File: src/rtl/axis_pkt_buf_mem.sv
// Beat storage for axis_pkt_buf: DEPTH words of {TLAST, TDATA}.
// It has one synchronous write port, an asynchronous read port, and no reset.
module axis_pkt_buf_mem #(
    parameter int DATA_WIDTH = 8,
    parameter int ADDR_WIDTH = 4
) (
    input  logic                  clk,
    input  logic                  i_wr_en,
    input  logic [ADDR_WIDTH-1:0] i_wr_addr,
    input  logic [DATA_WIDTH:0]   i_wr_data,
    input  logic [ADDR_WIDTH-1:0] i_rd_addr,
    output logic [DATA_WIDTH:0]   o_rd_data
);
    localparam int DEPTH = 2 ** ADDR_WIDTH;

    logic [DATA_WIDTH:0] r_mem [DEPTH];

    always_ff @(posedge clk) begin
        if (i_wr_en) begin
            r_mem[i_wr_addr] <= i_wr_data;
        end
    end

    // The head word must be visible in the same cycle rd_ptr moves, so the read is not registered.
    assign o_rd_data = r_mem[i_rd_addr];

endmodule

File: src/rtl/axis_pkt_buf.sv
// Store-and-forward AXI-Stream packet buffer: a packet is offered downstream only after
// its TLAST beat is stored; packets larger than the whole buffer are dropped whole.
module axis_pkt_buf #(
    parameter int DATA_WIDTH = 8,
    parameter int ADDR_WIDTH = 4
) (
    input  logic                  clk,
    input  logic                  rst,
    input  logic [DATA_WIDTH-1:0] src_TDATA,
    input  logic                  src_TVALID,
    output logic                  src_TREADY,
    input  logic                  src_TLAST,
    output logic [DATA_WIDTH-1:0] res_TDATA,
    output logic                  res_TVALID,
    input  logic                  res_TREADY,
    output logic                  res_TLAST,
    output logic [ADDR_WIDTH:0]   pkt_count,
    output logic [7:0]            drop_count
);
    localparam int               PTR_W     = ADDR_WIDTH + 1;
    localparam logic [PTR_W-1:0] DEPTH     = PTR_W'(2 ** ADDR_WIDTH);
    localparam logic [PTR_W-1:0] PTR_ONE   = PTR_W'(1);
    localparam logic             ST_ACCEPT = 1'b0;
    localparam logic             ST_DROP   = 1'b1;

    typedef enum logic {
        ACCEPT = ST_ACCEPT,
        DROP   = ST_DROP
    } state_t;

    state_t               r_state;
    state_t               w_state_next;
    logic [PTR_W-1:0]     r_wr_ptr;
    logic [PTR_W-1:0]     r_commit_ptr;
    logic [PTR_W-1:0]     r_rd_ptr;
    logic [ADDR_WIDTH:0]  r_pkt_count;
    logic [7:0]           r_drop_count;

    logic [PTR_W-1:0]     w_used;
    logic                 w_full;
    logic                 w_avail;
    logic                 w_src_ready;
    logic                 w_src_hs;
    logic                 w_wr_en;
    logic                 w_commit;
    logic                 w_drop_start;
    logic                 w_drop_end;
    logic                 w_rd_fire;
    logic [DATA_WIDTH:0]  w_rd_word;

    assign w_used  = r_wr_ptr - r_rd_ptr;
    assign w_full  = (w_used == DEPTH);
    assign w_avail = (r_rd_ptr != r_commit_ptr);

    // Ready depends on registered state only, never on res_TREADY.
    assign w_src_ready = (r_state == DROP) | ~w_full;
    assign src_TREADY  = w_src_ready & ~rst;
    assign res_TVALID  = w_avail & ~rst;

    assign w_src_hs     = src_TVALID & src_TREADY;
    assign w_wr_en      = w_src_hs & (r_state == ACCEPT);
    assign w_commit     = w_wr_en & src_TLAST;
    // Full with nothing committed means the packet in flight can never fit.
    assign w_drop_start = (r_state == ACCEPT) & w_full & (r_commit_ptr == r_rd_ptr);
    assign w_drop_end   = w_src_hs & (r_state == DROP) & src_TLAST;
    assign w_rd_fire    = res_TVALID & res_TREADY;

    always_comb begin
        w_state_next = r_state;
        case (r_state)
            ACCEPT: if (w_drop_start) w_state_next = DROP;
            DROP:   if (w_drop_end)   w_state_next = ACCEPT;
            default: w_state_next = ACCEPT;
        endcase
    end

    always_ff @(posedge clk or posedge rst) begin
        if (rst) begin
            r_state <= ACCEPT;
        end else begin
            r_state <= w_state_next;
        end
    end

    always_ff @(posedge clk or posedge rst) begin
        if (rst) begin
            r_wr_ptr     <= '0;
            r_commit_ptr <= '0;
            r_rd_ptr     <= '0;
        end else begin
            if (w_drop_start) begin
                r_wr_ptr <= r_commit_ptr;
            end else if (w_wr_en) begin
                r_wr_ptr <= r_wr_ptr + PTR_ONE;
            end
            if (w_commit) begin
                r_commit_ptr <= r_wr_ptr + PTR_ONE;
            end
            if (w_rd_fire) begin
                r_rd_ptr <= r_rd_ptr + PTR_ONE;
            end
        end
    end

    always_ff @(posedge clk or posedge rst) begin
        if (rst) begin
            r_pkt_count  <= '0;
            r_drop_count <= '0;
        end else begin
            case ({w_commit, w_rd_fire & w_rd_word[DATA_WIDTH]})
                2'b10:   r_pkt_count <= r_pkt_count + 1'b1;
                2'b01:   r_pkt_count <= r_pkt_count - 1'b1;
                default: r_pkt_count <= r_pkt_count;
            endcase
            if (w_drop_end) begin
                r_drop_count <= r_drop_count + 8'd1;
            end
        end
    end

    axis_pkt_buf_mem #(
        .DATA_WIDTH (DATA_WIDTH),
        .ADDR_WIDTH (ADDR_WIDTH)
    ) u_mem (
        .clk       (clk),
        .i_wr_en   (w_wr_en),
        .i_wr_addr (r_wr_ptr[ADDR_WIDTH-1:0]),
        .i_wr_data ({src_TLAST, src_TDATA}),
        .i_rd_addr (r_rd_ptr[ADDR_WIDTH-1:0]),
        .o_rd_data (w_rd_word)
    );

    assign res_TDATA  = w_rd_word[DATA_WIDTH-1:0];
    assign res_TLAST  = w_rd_word[DATA_WIDTH];
    assign pkt_count  = r_pkt_count;
    assign drop_count = r_drop_count;

endmodule

File: config.mk
export PLATFORM = sky130hd
export DESIGN_NAME = axis_pkt_buf
export DESIGN_NICKNAME = d
export VERILOG_FILES = /design/src/rtl/axis_pkt_buf_mem.sv /design/src/rtl/axis_pkt_buf.sv
export SDC_FILE = /design/constraint.sdc
export NUM_CORES = 1
export LEC_CHECK = 0
export BUFFER_PORTS_ARGS = -buffer_cell sky130_fd_sc_hd__buf_2
export CORE_MARGIN = 3
export CORE_UTILIZATION = 45
export CTS_CLUSTER_DIAMETER = 30
export DETAILED_ROUTE_END_ITERATION = 10
export GPL_TIMING_DRIVEN = 0
export SETUP_SLACK_MARGIN = 0.02
export SLEW_MARGIN = 20
export SYNTH_ARGS = -nofsm -noshare
export SYNTH_HDL_FRONTEND = slang
export SYNTH_SLANG_ARGS = --single-unit
export TNS_END_PERCENT = 20
File: constraint.sdc
create_clock -name clk -period 4.1 [get_ports clk]
set_input_delay 0.82 -clock clk [delete_from_list [all_inputs] [get_ports clk]]
set_output_delay 0.82 -clock clk [all_outputs]
set_load 0.005 [all_outputs]
==> metrics.cfg <==
[timing]
fin_crit_sh_pct=94.07
max-slew-margin-rel_pct=44.07
hold_viol_final=0
finClkSkew_ns=0.007512
slew_viol_final=0
setup_ws_ns=0.2429
setup_viol=0
grt_setup_unrepaired=false
fmax_ghz=0.2593
period_minus_slack_ns=3.857
worstMarginPinSlew_ns=0.8354

[drt]
final_antenna_net_count=0
firstDrtPassIters=4
drtIter0Drc=357
vias=3856
totalWireLength_um=15010
drc_errors=0
wire_per_inst_um=21.17
vias_per_cell=5.439

[logic_synthesis]
yosysWarnings=0
synth_common_cells=144 x edfxtp_1, 47 x nand2_1, 36 x mux4_2, 29 x dfrtp_1, 19 x and3_1
yosysUniqueCellTypes=48
syn_inst=422
yosysSeqAreaShare_pct=69.23
synth_fp_nets=450
syn_area_um2=7294
synth_edf_count=144
async_reset_ff_share_pct=16.76
synth-main-ff-cell=edfxtp_1
netlist.area_leader.share_pct=59.28
ys_seq_elements=173
synth_top_area_cell=edfxtp_1
post_synth.cell_area_avg_um2=17.29
synth_area_leaders=edfxtp_1 59%, mux4_2 11%, dfrtp_1 9.9%
synth_most_common_cell=edfxtp_1

[worst_setup_path]
crit_path_start_kind=flop
cp_slowest_cell=dfrtp_1
criticalPathCategory=reg2reg
critPathMaxFanout=10
crit_chain=clkinv_1 > ha_1 > nand2b_4 > a211o_1 > a211oi_4 > nor3_4 > nand2_2 > ha_1 > inv_1 > fa_1 > inv_1 > a21o_1 > a21oi_1 > xnor2_1 > nor2_1 > xor2_1
critPathArrivalTime_ns=4.16
max_stage_delay_ns=0.48
crit_required_ns=4.40
cp-startpoint=r_rd_ptr[1]
r2r-start=r_rd_ptr[1]
crit_path_end_kind=flop

[layout]
finish.utilization_pct=54.15
drive_above_1_share_pct=27.11
multi_input_area_um2=2163
fillers=1293
regArea_um2=5050
finalNetCount=513
num_antenna_cells=0
syn_to_final_growth_pct=15.35

[clock_network]
root_buffer=clkbuf_16
path_clk_slew_ns=0.06
cts_tree=yes
cts.sinks=173
cts_buffers=17
cts_buffer_depth=2
clk_latency_ns=0.42
cts_hold_buf=0
cts_max_level=4

[hold_path]
hp-start=pkt_count[4]
hold_path_class=reg2reg

[placed_design]
portBuffers=36
dpl.hpwl_um=10120
preCtsSetupSlack_ns=-0.1119
gp_congestion=0.8125

[pwr]
leakage_nw=3.045
p_int_mw=3.861
p_seq_share_pct=39.5
finalPower_mw=5.717
p_sw_mw=1.856
switching_share_pct=32.46
power.share.clock_pct=26.5
ir_drop_v=0.0002741
power_density_nw_per_um2=679.5
comb_power_share_pct=34.0

[grt]
antenna_found_initial=0
grt_pass1_wl_um=23580
grt_pass1_vias=3950
grt_util_all_layers_pct=18.09
grt_max_degree=30
grt.overflow.total=0

[flow_run]
drv_cap=0

[run_status]
status=complete, no violations

[floorplanning]
die-area_um2=17770
start_util_pct=46.94
dieWidth_um=133.3
num_rows=45
die_y_um=133.3
ios=37
coreArea_um2=15540

[logic make-up after synthesis]
group	share of synthesized area [%]
AND/OR/NAND/NOR	7.702
flip-flops	69.23
XOR/XNOR	3.122
adder cells (fa/ha/maj)	2.676
buffers and inverters	1.955
multiplexers	12.33
AO/OA/AOI/OAI	2.985
[path summary, 6_finish.rpt]
path | to | cells past startpoint | slack (ns)
setup / recovery | pkt_count[4] | 16 | 0.24
hold / removal | pkt_count[4] | 1 | 0.47
setup reg to reg | pkt_count[4] | 16 | 0.24
hold reg to reg | pkt_count[4] | 1 | 0.47
max in group asynchronous | r_wr_ptr[0] | 2 | 3.18
min in group asynchronous | r_state | 2 | 0.51
[stage by stage]
step	area [um2]	hold slack [ns]	TNS, ns	cells
CTS	8416	0.4687	0	710
global placement	7739	0.4508	-35.21	669
floorplan	7295	0.4647	0	422
detailed placement	7858	0.4570	-0.1119	678
finish	8414	0.4682	0	709
global route	8414	0.4807	0	709
[placed cells by master (no fill, tap or decap), types with 2 or more instances in the layout]
cell | synthesis | layout
a211oi_1 | 3 | 3
a21o_1 | 2 | 2
a21oi_1 | 2 | 2
a31oi_1 | 9 | 9
and2_1 | 2 | 2
and3_1 | 19 | 19
buf_1 | 4 | 4
buf_2 | 3 | 42
buf_4 | 3 | 9
buf_6 | 2 | 2
bufinv_16 | 0 | 2
clkbuf_1 | 6 | 8
clkbuf_16 | 0 | 17
clkinv_1 | 2 | 4
clkinv_2 | 0 | 4
dfrtp_1 | 29 | 29
edfxtp_1 | 144 | 144
ha_1 | 14 | 14
inv_1 | 10 | 9
inv_6 | 0 | 2
mux2_1 | 6 | 6
mux4_2 | 36 | 36
nand2_1 | 47 | 47
nand3_1 | 5 | 5
nand4_1 | 3 | 3
nor2_1 | 11 | 11
nor3_1 | 4 | 3
nor3_2 | 1 | 2
nor3b_2 | 0 | 4
nor4b_2 | 2 | 2
nor4b_4 | 0 | 2
o21ai_0 | 3 | 3
xnor2_1 | 14 | 14
xor2_1 | 12 | 12
[worst max-delay path, delay by kind of cell, from the launching register on]
| family | cells | cell delay [ns] |
|---|---|---|
| compound gates | 4 | 0.87 |
| xor+xnor | 2 | 0.31 |
| fa+ha+maj | 3 | 0.97 |
| buf+inv | 3 | 0.55 |
| flops | 1 | 0.48 |
| simple gates | 4 | 0.54 |
[sequential cells by signal (all words and copies together), names as in the netlist]
signal / cells
r_rd_ptr: 5
drop_count: 8
r_state: 1
r_commit_ptr: 5
r_wr_ptr: 5
u_mem.r_mem: 144
pkt_count: 5
[layout make-up]
cell class,instances,area share [%]
repair buffers,45,2.825
plain buffers,17,1.145
inverters,12,0.5502
clock buffers,20,5.190
well taps,211,3.138
flip-flops and latches,173,60.01
multi-input cells,219,25.71
clock inverters,12,1.428
[power groups by stage]
stage	sequential (mW)	clock, mW	combinational (mW)
6_report	2.26	1.52	1.94
5_1_grt	2.28	1.63	2.12
4_1_cts	2.26	1.55	1.98
3_5_place_dp	2.29	0	1.96
3_3_place_gp	2.28	0	1.89
2_1_floorplan	2.25	0	1.37
[metal layers]
layer	share of wire [%]	vias up	GRT usage [%]	routed length [um]
met5	0	-	0	0
met4	1.7	0	6.743	258
met3	3.6	22	3.399	538
met2	49	78	28.27	7368
met1	46	1995	25.60	6845
li1	-	1761	-	-
[repair_timing]
item	CTS	global route
endpoints found under the setup margin	1	1
resized for setup	1	2
setup buffers	0	0
No activity file was read; power rests on OpenSTA's default activity.
